===== src/rtl/aes_ctrl_pkg.sv =====
// Shared control definitions for the byte-serial masked AES core.
// Holds job sizes, the scheduler state encoding, the S-box source encoding
// and the tag record that follows each byte through the S-box pipeline.
package aes_ctrl_pkg;

  localparam int unsigned N_STATE_BYTES = 16;
  localparam int unsigned N_KEY_BYTES   = 4;

  typedef enum logic [1:0] {IDLE, ISSUE, DRAIN} sched_state_e;

  typedef enum logic {SRC_STATE = 1'b0, SRC_KEY = 1'b1} sbox_src_e;

  typedef struct packed {
    logic       vld;
    logic       sel;
    logic [3:0] idx;
    logic       last;
  } sbox_tag_t;

  // Index of the final byte of a job for the given source.
  function automatic logic [3:0] last_idx(input logic sel);
    return (sel == SRC_KEY) ? 4'(N_KEY_BYTES - 1) : 4'(N_STATE_BYTES - 1);
  endfunction

endpackage


===== src/rtl/sbox_tag_pipe.sv =====
// Tag shift register that mirrors the masked S-box latency.
// A tag entering on tag_in appears on tag_out SBOX_LAT cycles later.
// Ports:
//   clk       - clock
//   clr       - synchronous clear of every stage
//   tag_in    - tag of the byte issued this cycle (all zero when none)
//   tag_out   - tag of the S-box output valid this cycle
//   any_valid - at least one stage holds a valid tag
module sbox_tag_pipe
  import aes_ctrl_pkg::*;
#(
  parameter int unsigned SBOX_LAT = 4
) (
  input  logic      clk,
  input  logic      clr,
  input  sbox_tag_t tag_in,
  output sbox_tag_t tag_out,
  output logic      any_valid
);

  sbox_tag_t stage [SBOX_LAT];

  always_ff @(posedge clk) begin
    if (clr) begin
      for (int unsigned i = 0; i < SBOX_LAT; i++) stage[i] <= '0;
    end else begin
      stage[0] <= tag_in;
      for (int unsigned i = 1; i < SBOX_LAT; i++) stage[i] <= stage[i-1];
    end
  end

  assign tag_out = stage[SBOX_LAT-1];

  always_comb begin
    any_valid = 1'b0;
    for (int unsigned i = 0; i < SBOX_LAT; i++) any_valid = any_valid | stage[i].vld;
  end

endmodule


===== src/rtl/masked_sbox_scheduler.sv =====
// Shares the pipelined 2-share masked S-box between the state datapath
// (SubBytes, 16 bytes) and the key schedule (SubWord, 4 bytes).
// Issues one byte per cycle, tags it through the S-box latency, produces
// write-back strobes and done pulses, and gates the PRNG for fresh r.
// Ports:
//   clk, rst         - clock, synchronous active-high reset
//   ks_req, st_req   - level requests, held until the matching done
//   ks_gnt, st_gnt   - job start pulse, byte 0 issued in the same cycle
//   ks_done, st_done - pulse with the last write-back of the job
//   iss_vld/sel/idx  - byte presented to the S-box (sel 0 state, 1 key)
//   wb_vld/sel/idx   - S-box output valid and its destination
//   prng_en          - advance the randomness source
//   busy             - issuing or any tag in flight
module masked_sbox_scheduler
  import aes_ctrl_pkg::*;
#(
  parameter int unsigned SBOX_LAT = 4
) (
  input  logic       clk,
  input  logic       rst,
  input  logic       ks_req,
  input  logic       st_req,
  output logic       ks_gnt,
  output logic       st_gnt,
  output logic       ks_done,
  output logic       st_done,
  output logic       iss_vld,
  output logic       iss_sel,
  output logic [3:0] iss_idx,
  output logic       wb_vld,
  output logic       wb_sel,
  output logic [3:0] wb_idx,
  output logic       prng_en,
  output logic       busy
);

  sched_state_e state;
  // blk: requester granted and not yet seen low after its done.
  // fly: job granted and its done pulse not yet produced.
  logic      ks_blk, st_blk, ks_fly, st_fly;
  logic      last_iss, arb_en, gnt_key, gnt_st;
  logic      any_valid;
  sbox_tag_t tag_in, tag_out;

  always_comb begin
    last_iss = iss_vld && (iss_idx == last_idx(iss_sel));
    arb_en   = (state != ISSUE) || last_iss;
    gnt_key  = arb_en && ks_req && !ks_blk;
    gnt_st   = arb_en && st_req && !st_blk && !gnt_key;
  end

  always_ff @(posedge clk) begin
    if (rst) begin
      state   <= IDLE;
      iss_vld <= 1'b0;
      iss_sel <= 1'b0;
      iss_idx <= '0;
      ks_gnt  <= 1'b0;
      st_gnt  <= 1'b0;
      ks_blk  <= 1'b0;
      st_blk  <= 1'b0;
      ks_fly  <= 1'b0;
      st_fly  <= 1'b0;
    end else begin
      ks_gnt <= gnt_key;
      st_gnt <= gnt_st;
      if (ks_done) ks_fly <= 1'b0;
      if (st_done) st_fly <= 1'b0;
      if (!ks_req && !ks_fly) ks_blk <= 1'b0;
      if (!st_req && !st_fly) st_blk <= 1'b0;

      if (gnt_key || gnt_st) begin
        state   <= ISSUE;
        iss_vld <= 1'b1;
        iss_sel <= gnt_key ? SRC_KEY : SRC_STATE;
        iss_idx <= '0;
        if (gnt_key) begin
          ks_blk <= 1'b1;
          ks_fly <= 1'b1;
        end else begin
          st_blk <= 1'b1;
          st_fly <= 1'b1;
        end
      end else begin
        unique case (state)
          ISSUE: begin
            if (last_iss) begin
              state   <= DRAIN;
              iss_vld <= 1'b0;
              iss_sel <= 1'b0;
              iss_idx <= '0;
            end else begin
              iss_idx <= iss_idx + 4'd1;
            end
          end
          DRAIN:   if (!any_valid) state <= IDLE;
          default: ;
        endcase
      end
    end
  end

  always_comb begin
    tag_in      = '0;
    tag_in.vld  = iss_vld;
    tag_in.sel  = iss_sel;
    tag_in.idx  = iss_idx;
    tag_in.last = last_iss;
  end

  sbox_tag_pipe #(.SBOX_LAT(SBOX_LAT)) u_tag_pipe (
    .clk       (clk),
    .clr       (rst),
    .tag_in    (tag_in),
    .tag_out   (tag_out),
    .any_valid (any_valid)
  );

  assign wb_vld  = tag_out.vld;
  assign wb_sel  = tag_out.sel;
  assign wb_idx  = tag_out.idx;
  assign ks_done = tag_out.vld & tag_out.last & tag_out.sel;
  assign st_done = tag_out.vld & tag_out.last & ~tag_out.sel;
  assign prng_en = iss_vld | any_valid;
  assign busy    = prng_en;

endmodule

===== config.mk =====
export PLATFORM = sky130hd
export DESIGN_NAME = masked_sbox_scheduler
export DESIGN_NICKNAME = d
export VERILOG_FILES = /design/src/rtl/aes_ctrl_pkg.sv /design/src/rtl/sbox_tag_pipe.sv /design/src/rtl/masked_sbox_scheduler.sv
export SDC_FILE = /design/constraint.sdc
export NUM_CORES = 1
export LEC_CHECK = 0
export BUFFER_PORTS_ARGS = -buffer_cell sky130_fd_sc_hd__buf_2
export CAP_MARGIN = 25
export CORE_UTILIZATION = 58
export CTS_CLUSTER_SIZE = 10
export DETAILED_ROUTE_END_ITERATION = 10
export PLACE_DENSITY = 0.86
export REMOVE_ABC_BUFFERS = 1
export SLEW_MARGIN = 20
export SYNTH_ARGS = -nofsm -noshare
export SYNTH_HDL_FRONTEND = slang
export SYNTH_SLANG_ARGS = --single-unit

===== constraint.sdc =====
create_clock -name clk -period 3.2 [get_ports clk]
set_clock_uncertainty 0.2 [all_clocks]
set_input_delay 0.96 -clock clk [delete_from_list [all_inputs] [get_ports clk]]
set_output_delay 0.96 -clock clk [all_outputs]
set_load 0.05 [all_outputs]

==> flow_summary_export.csv, run 1 <==
group,metric,value,unit
route,post_drt_wl_per_cell,12.70,microns
run,drv_cap,0,
finish,drive_above_1_share,23.57,%
floorplanning,start_util,63.67,%
place,gp_congestion,0.7902,
critical_path,required,2040,ps
finish,fin_area,1633,sq um
finish,finalNetCount,162,
cts,root_buffer,"clkbuf_4",
cts,cts_tree,"yes",
global_route,antenna_found_initial,0,
synth,avgSynthCellArea,10.60,sq um
critical_path,slowest_stage,"nor4_1",
min_path,hold_class,"reg -> reg",
power,p_comb_share,9.5,%
cts,cts_resized,0,
route,avgViaCountPerCell,5.362,
critical_path,crit_chain,"nor4_1 > nand2b_1 > buf_2",
power,clockPowerShare,34.3,%
place,dpl-instance-area,1551,sq um
min_path,min_path_cells,1,
floorplanning,die_area,2726,sq um
route,drt_iter0_drc,12,
critical_path,rrSetupSlack,1640,ps
floorplanning,fp.dieH,52.22,microns
critical_path,crit_fanout,4,
floorplanning,ios,22,
min_path,min_to,"u_tag_pipe.stage[0][25]",
critical_path,cp_num_buf_inv,1,
critical_path,reg2reg_from,"iss_idx[0]",
critical_path,cp-start-kind,"flip-flop",
power,swShare,23.60,%
finish,syn_to_final_growth,11.63,%
synth,ys_ff_latch,42,
route,ant_nets,0,
min_path,holdCritStartpoint,"u_tag_pipe.stage[0][18]",
synth,yosysSeqAreaShare,57.49,%
sta,setup_viol,0,
global_route,overflow,0,
floorplanning,die_w,52.22,microns
sta,hold_violations,0,
cts,ctsHoldBuffers,0,
route,wirelength,2349,microns
finish,final.fill_count,161,
global_route,grt_pass1_wl,3939,microns
cts,clkLatencyLatePin,340,ps
cts,clock-sinks,42,
route,firstDrtPassIters,4,
floorplanning,placementRows,17,
power,p_per_area,597.1,nW/um^2
cts,clkTransAtPathRegs,110,ps
finish,final_common_cell,"dfxtp_1",
critical_path,reg2reg_depth,4,
floorplanning,coreArea,2297,sq um
critical_path,end_kind,"output port",
critical_path,critPathMaxStageDelay,380,ps
power,ir_drop,556.6,uV
critical_path,worstPathArrival,1410,ps
sta,tightest_slew,529.5,ps
sta,max_freq,388.6,MHz
finish,finalCoreUtilization,71.08,%
critical_path,rr_endpoint,"state[1]",
cts,clock_path_buffers,2,
synth,synth.distinct_cells,30,
cts,postCtsSetupBuffers,0,
sta,period_minus_slack,2573,ps
finish,mostFrequentLayoutCells,"dfxtp_1, nor2b_1, buf_2, a21oi_1, nand2b_1",
critical_path,path_class,"reg -> out",
global_route,grt_usage,21.14,%
run_status,status,"finished clean",
sta,tns,0,ps
power,switchingPower,0.2301,mW
finish,num_antenna_cells,0,
synth,netlist_instances,138,
global_route,grt_start_max_net_pins,31,
sta,period_share,80.42,%
sta,max_slew_margin,64.70,%
power,seqPwrFrac,56.2,%
critical_path,cp_top_family,"simple AND/OR/NAND/NOR gates",
place,numPortBuffers,21,
synth,syn_area,1463,sq um
place,dp_hpwl,1591,microns
synth,ys_warn_count,0,
cts,htreeDepth,2,
route,drt_drc_violations_left,0,
sta,rsz0062_at_grt,"false",
route,vias,992,
power,power_leakage,0.7006,nW
sta,slew_viol_final,0,
global_route,grt_pass1_vias,889,
power,power.internal,0.7449,mW
cts,cts_made_buffers,5,
[registers in the layout, indices dropped and copies added, names as in the netlist]
register / cells
iss_idx: 4
u_tag_pipe.stage: 28
state: 2
ks_fly: 1
st_fly: 1
ks_gnt: 1
ks_blk: 1
iss_sel: 1
st_blk: 1
iss_vld: 1
st_gnt: 1
[layer usage]
| metal | up-vias | share of wire (%) | track usage [%] |
|---|---|---|---|
| met2 | 27 | 46 | 30.98 |
| met1 | 462 | 48 | 25.50 |
| li1 | 501 | - | - |
| met4 | 0 | 0.72 | 10.53 |
| met3 | 2 | 5.7 | 10.43 |
| met5 | - | 0 | 0 |
[synth_stat cells (all sizes together)]
library cell  count  area share [%]
dfxtp            42              57
ha                1            0.86
nand2b            7             3.0
a22o              2             1.2
o21ai             6             2.1
nor3b             2             1.4
o2111ai           1            0.60
o211ai            4             2.4
and3b             1            0.86
clkbuf            3            0.77
and3              1            0.43
o41ai             1             1.1
nor4              2             1.3
a21oi             8             2.7
nor3              4             1.4
nand2             4             1.0
nand3             1            0.34
a311oi            1            0.60
nor2              7             2.0
nor2b            30              13
a211oi            1            0.86
o211a             1             1.2
buf               7             3.3
and2              1            0.43
[worst max-delay path by stage]
stage / startpoint / end / slack [ps] / cells after the start
2_1_floorplan: iss_vld / busy / 490 / 1
3_3_place_gp: u_tag_pipe.stage[0][27] / prng_en / 1030 / 3
3_5_place_dp: u_tag_pipe.stage[0][27] / busy / 1030 / 3
4_1_cts: u_tag_pipe.stage[0][27] / busy / 630 / 3
5_1_grt: u_tag_pipe.stage[0][27] / prng_en / 510 / 3
6_report: u_tag_pipe.stage[0][27] / prng_en / 630 / 3
[cell families (layout without fill, tap and decap cells)]
group           Yosys count  after routing  share of synthesized area [%]
compound gates           25             25                          12.75
fa+ha+maj                 1              1                         0.8553
buf+inv                  10             29                          4.021
flops                    42             42                          57.49
simple gates             60             60                          24.89
[layout make-up]
cell class,instances,area (sq um),area share [%]
Tap cell,28,35.03,2.146
Timing Repair Buffer,22,112.6,6.897
Clock inverter,1,30.03,1.839
Multi-Input combinational cell,86,563.0,34.48
Clock buffer,6,51.30,3.142
Sequential cell,42,840.8,51.49
[power groups by stage]
stage	Clock, mW	Combinational, mW	Sequential [mW]
floorplan	0	0.0474	0.576
global placement	0	0.0909	0.558
global route	0.373	0.100	0.550
finish	0.334	0.0930	0.548
CTS	0.343	0.0933	0.548
detailed placement	0	0.0930	0.559
[through the flow]
step / std cells / hold WS, ps / total power, mW / setup WS (ps)
after floorplan: 128 / 213.8 / 0.6234 / 493.6
after global placement: 178 / 217.1 / 0.6491 / 1030
after detailed placement: 178 / 225.3 / 0.6522 / 1030
after CTS: 185 / 252.3 / 0.9839 / 627.7
after global routing: 185 / 260.5 / 1.023 / 512.3
final: 185 / 243.6 / 0.9749 / 626.6
No activity file was read; power rests on OpenSTA's default activity.
==> run 2, diff against run 1 <==
--- a/config.mk
+++ b/config.mk
@@ -7,10 +7,10 @@
 export LEC_CHECK = 0
 export BUFFER_PORTS_ARGS = -buffer_cell sky130_fd_sc_hd__buf_2
 export CAP_MARGIN = 25
-export CORE_UTILIZATION = 58
+export CORE_UTILIZATION = 54
 export CTS_CLUSTER_SIZE = 10
 export DETAILED_ROUTE_END_ITERATION = 10
-export PLACE_DENSITY = 0.86
+export PLACE_DENSITY = 0.81
 export REMOVE_ABC_BUFFERS = 1
 export SLEW_MARGIN = 20
 export SYNTH_ARGS = -nofsm -noshare
==> constraint.sdc (replaced) <==
create_clock -name clk -period 2.68 [get_ports clk]
set_clock_uncertainty 0.2 [all_clocks]
set_input_delay 0.804 -clock clk [delete_from_list [all_inputs] [get_ports clk]]
set_output_delay 0.804 -clock clk [all_outputs]
set_load 0.05 [all_outputs]
==> run 2 against run 1 <==
  * Routed wire length up 1.7%
  * Sequential share of layout area grew 0.60 points
  * Utilization decreased by 7.1 points
  * First-iteration DRC count shrank 25%
  * Critical path depth stayed put
  * Clock power shrank 6.6%
  * Largest power group unchanged
  * Combinational power up 20%
==> flow_summary_export.csv, run 2 (synthesis gave the netlist of run 1 again) <==
group,metric,value,unit
run_status,status,"finished clean",
global_route,grt_usage,19.02,%
route,ant_nets,0,
critical_path,reg2reg_from,"state[0]",
route,firstDrtPassIters,4,
finish,syn_to_final_growth,10.35,%
critical_path,cp_num_buf_inv,1,
global_route,grt_pass1_vias,877,
sta,max_freq,419.1,MHz
route,dr_wl_met2,1117,microns
sta,hold_slack,243.3,ps
finish,final.fill_count,223,
critical_path,worstPathArrival,1380,ps
critical_path,critPathMaxStageDelay,350,ps
sta,rsz0062_at_grt,"false",
cts,cts_made_buffers,5,
global_route,antenna_found_initial,0,
power,power_leakage,0.6916,nW
place,dp_hpwl,1701,microns
floorplanning,coreArea,2522,sq um
critical_path,crit_fanout,4,
finish,fin_cells,188,
cts,htreeDepth,2,
finish,top_regs,"u_tag_pipe.stage x28, iss_idx x4, state x2",
sta,tightest_slew,502.9,ps
floorplanning,ios,22,
cts,postCtsSetupBuffers,0,
critical_path,crit_chain,"nor4_1 > nand2b_1 > buf_2",
place,pre_cts_slack,622.5,ps
route,route.met3.wl,139,microns
cts,clkTransAtPathRegs,110,ps
finish,num_antenna_cells,0,
critical_path,critPathLaunch,"u_tag_pipe.stage[0][27]",
global_route,overflow,0,
cts,root_buffer,"clkbuf_4",
route,wirelength,2389,microns
route,drt_drc_violations_left,0,
place,numPortBuffers,21,
critical_path,slowest_stage,"nor4_1",
route,routed.top_layer,"met4",
floorplanning,placementRows,18,
route,wl_met1,1079,microns
cts,ctsHoldBuffers,0,
critical_path,reg2reg_depth,4,
critical_path,cp_top_family,"simple AND/OR/NAND/NOR gates",
sta,period_share,89.03,%
critical_path,cp.depth,3,
finish,finalNetCount,162,
route,post_drt_wl_per_cell,12.71,microns
run,drv_cap,0,
place,gp_congestion,0.8107,
cts,clock-sinks,42,
sta,period_minus_slack,2386,ps
finish,final_common_cell,"dfxtp_1",
power,p_per_area,667.2,nW/um^2
route,avgViaCountPerCell,5.287,
sta,slew_viol_final,0,
finish,largest_reg_flops,28,
critical_path,required,1680,ps
critical_path,cp-start-kind,"flip-flop",
sta,setup_ws,293.9,ps
floorplanning,fp.dieH,54.05,microns
power,ir_drop,523.9,uV
min_path,hold_class,"reg -> reg",
critical_path,path_class,"reg -> out",
cts,cts_resized,0,
cts,cts_tree,"yes",
finish,largest_register,"u_tag_pipe.stage",
sta,hold_violations,0,
floorplanning,start_util,57.99,%
floorplanning,die_area,2921,sq um
global_route,grt_pass1_wl,3760,microns
route,drt_iter0_drc,9,
min_path,min_path_cells,1,
sta,setup_viol,0,
finish,drive_above_1_share,23.42,%
cts,clkLatencyLatePin,340,ps
floorplanning,die_w,54.05,microns
place,dpl.cell_count,180,
finish,finalCoreUtilization,63.99,%
route,vias,994,
sta,max_slew_margin,66.47,%
min_path,holdCritStartpoint,"u_tag_pipe.stage[0][17]",
critical_path,end_kind,"output port",
sta,tns,0,ps
finish,mostFrequentLayoutCells,"dfxtp_1, nor2b_1, buf_2, a21oi_1, nand2b_1",
cts,clock_path_buffers,2,
global_route,grt_start_max_net_pins,31,
==> run 2: metrics by stage <==
step,area (sq um),total power [mW]
global placement,1554,0.7756
CTS,1614,1.086
floorplan,1404,0.7443
detailed placement,1554,0.7792
global route,1614,1.122
finish,1614,1.077
==> run 2: area by class of cell <==
type,instances,area [sq um],area share (%)
Multi-Input combinational cell,86,563.0,34.88
Tap cell,30,37.54,2.326
Clock inverter,1,5.005,0.3101
Timing Repair Buffer,22,112.6,6.977
Clock buffer,7,55.05,3.411
Sequential cell,42,840.8,52.09
==> run 2: metal layers <==
metal  global-route usage (%)  up-vias
met4                    7.692        0
li1                         -      499
met2                    31.07       32
met1                    21.01      454
met5                        0        -
met3                    9.322        9
==> run 2: worst paths after layout <==
path	end	slack [ps]
setup reg to reg	iss_idx[2]	1110
setup / recovery	busy	290
hold / removal	u_tag_pipe.stage[0][24]	240
hold reg to reg	u_tag_pipe.stage[0][24]	240
==> run 2: report_power, final <==
group          internal (mW)  switching (mW)
clock                  0.127           0.184
combinational         0.0306          0.0811
sequential             0.642          0.0120
==> run 2: worst register-to-register path: cells and delay by family, from the launching register on <==
family | cells | cell delay [ps]
and+or+nand+nor | 2 | 550
AOI/OAI and AO/OA | 2 | 350
DFF | 1 | 380
==> run 3, diff against run 2 <==
--- a/config.mk
+++ b/config.mk
@@ -7,10 +7,9 @@
 export LEC_CHECK = 0
 export BUFFER_PORTS_ARGS = -buffer_cell sky130_fd_sc_hd__buf_2
 export CAP_MARGIN = 25
-export CORE_UTILIZATION = 54
-export CTS_CLUSTER_SIZE = 10
+export CORE_UTILIZATION = 48
 export DETAILED_ROUTE_END_ITERATION = 10
-export PLACE_DENSITY = 0.81
+export PLACE_DENSITY = 0.74
 export REMOVE_ABC_BUFFERS = 1
 export SLEW_MARGIN = 20
 export SYNTH_ARGS = -nofsm -noshare
==> run 3 against run 2 <==
  * The run now ends with design-rule violations left
  * Maximum frequency down 0.77%
  * Utilization down 6.2 points
  * Design area up 1.2%
  * Count of clock-buffer cells in the layout up 1
  * Cell count up 0.53%
  * Register-to-register slack about the same
  * Critical path type unchanged
==> flow_summary_export.csv, run 3 (synthesis gave the netlist of run 1 again) <==
group,metric,value,unit
run_status,status,"finished, violations left",
run_status,violations,"design-rule violations",
global_route,antenna_found_initial,0,
finish,multi_input_area,563.0,sq um
critical_path,path_class,"reg -> out",
route,drt_drc_violations_left,5,
sta,max_slew_margin,64.41,%
sta,rsz0062_at_grt,"false",
finish,finalNetCount,162,
finish,largest_register,"u_tag_pipe.stage",
min_path,hold_class,"reg -> reg",
global_route,grt_pass1_wl,3774,microns
global_route,overflow,0,
route,firstDrtPassIters,7,
finish,fin_cells,189,
finish,final-seq-area,840.8,sq um
critical_path,rr_endpoint,"iss_idx[2]",
critical_path,rrSetupSlack,1110,ps
finish,mostFrequentLayoutCells,"dfxtp_1, nor2b_1, buf_2, a21oi_1, nand2b_1",
finish,num_antenna_cells,0,
finish,syn_to_final_growth,11.72,%
route,post_drt_wl_per_cell,12.63,microns
critical_path,worstPathArrival,1400,ps
critical_path,crit_path_end,"busy",
cts,postCtsSetupBuffers,0,
critical_path,reg2reg_from,"state[0]",
sta,max_freq,415.9,MHz
min_path,min_path_cells,1,
sta,period_minus_slack,2405,ps
place,gp_congestion,0.8252,
place,dp_hpwl,1674,microns
finish,final.fill_count,261,
cts,clock_path_buffers,2,
finish,finalCoreUtilization,57.76,%
power,ir_drop,297.2,uV
critical_path,critPathLaunch,"u_tag_pipe.stage[0][27]",
cts,htreeDepth,2,
critical_path,end_kind,"output port",
cts,root_buffer,"clkbuf_4",
critical_path,cp-start-kind,"flip-flop",
route,wirelength,2387,microns
finish,final_common_cell,"dfxtp_1",
floorplanning,die_w,57.20,microns
route,avgViaCountPerCell,5.058,
sta,tightest_slew,533.8,ps
place,dpl.cell_count,181,
cts,cts_resized,0,
power,power_leakage,0.7009,nW
sta,tns,0,ps
sta,slew_viol_final,0,
finish,largest_reg_flops,28,
critical_path,crit_fanout,4,
run,drv_cap,0,
route,ant_nets,0,
floorplanning,placementRows,19,
critical_path,required,1680,ps
global_route,grt_usage,15.67,%
cts,clkTransAtPathRegs,110,ps
floorplanning,fp.dieH,57.20,microns
critical_path,reg2reg_depth,4,
route,vias,956,
floorplanning,die_area,3272,sq um
sta,setup_viol,0,
floorplanning,coreArea,2829,sq um
global_route,grt_pass1_vias,896,
cts,cts_tree,"yes",
cts,clock-sinks,42,
cts,ctsHoldBuffers,0,
place,numPortBuffers,21,
power,p_per_area,693.5,nW/um^2
floorplanning,ios,22,
cts,clkLatencyLatePin,340,ps
route,drt_iter0_drc,16,
finish,drive_above_1_share,24.05,%
sta,hold_violations,0,
global_route,grt_start_max_net_pins,31,
floorplanning,start_util,51.70,%
finish,top_regs,"u_tag_pipe.stage x28, iss_idx x4, state x2",
sta,period_share,89.73,%
cts,cts_made_buffers,5,
-- run 3: cell types whose count changed in the layout (fill, tap and decap cells not counted) --
cell / delta
clkbuf_8: +2
clkbuf_1: -1
clkinv_2: -1
-- run 3: per-layer routing --
layer | global-route usage (%) | part of all wire [%]
met3 | 6.122 | 5.4
met4 | 7.317 | 2.1
met1 | 18.31 | 48
met2 | 25.38 | 44
met5 | 0 | 0
-- run 3: how the worst min path moves through the flow --
stage,end,slack (ps),start
2_1_floorplan,u_tag_pipe.stage[0][10],210,u_tag_pipe.stage[0][3]
3_3_place_gp,u_tag_pipe.stage[0][12],220,u_tag_pipe.stage[0][5]
3_5_place_dp,u_tag_pipe.stage[0][23],220,u_tag_pipe.stage[0][16]
4_1_cts,u_tag_pipe.stage[0][23],250,u_tag_pipe.stage[0][16]
5_1_grt,u_tag_pipe.stage[0][17],260,u_tag_pipe.stage[0][10]
6_report,u_tag_pipe.stage[0][21],250,u_tag_pipe.stage[0][14]
-- run 3: layout make-up --
class,count,share of cell area (%)
multi-input combinational,86,34.46
sequential,42,51.45
clock buffer,8,4.824
timing repair buffer,22,6.891
tap,31,2.374
-- run 3: stage by stage --
stage	setup slack [ps]	power [mW]	cell area (sq um)	hold WS, ps
after detailed placement	650.2	0.7795	1555	221.8
after floorplan	129.6	0.7443	1404	213.8
after global routing	220.3	1.170	1634	261.9
after CTS	280.9	1.143	1634	248.6
final	275.3	1.133	1634	246.1
after global placement	702.6	0.7761	1555	216.1
-- run 3: worst max-delay path, cell delays in order (launching register included) --
cell and delay (ps):
dfxtp_1 350, nor4_1 350, nand2b_1 130, buf_2 230
-- run 3: power breakdown --
group	switching [mW]	internal [mW]	total [mW]	leakage, nW
sequential	0.0123	0.642	0.654	0.341
clock	0.189	0.179	0.368	0.0446
combinational	0.0806	0.0306	0.111	0.315
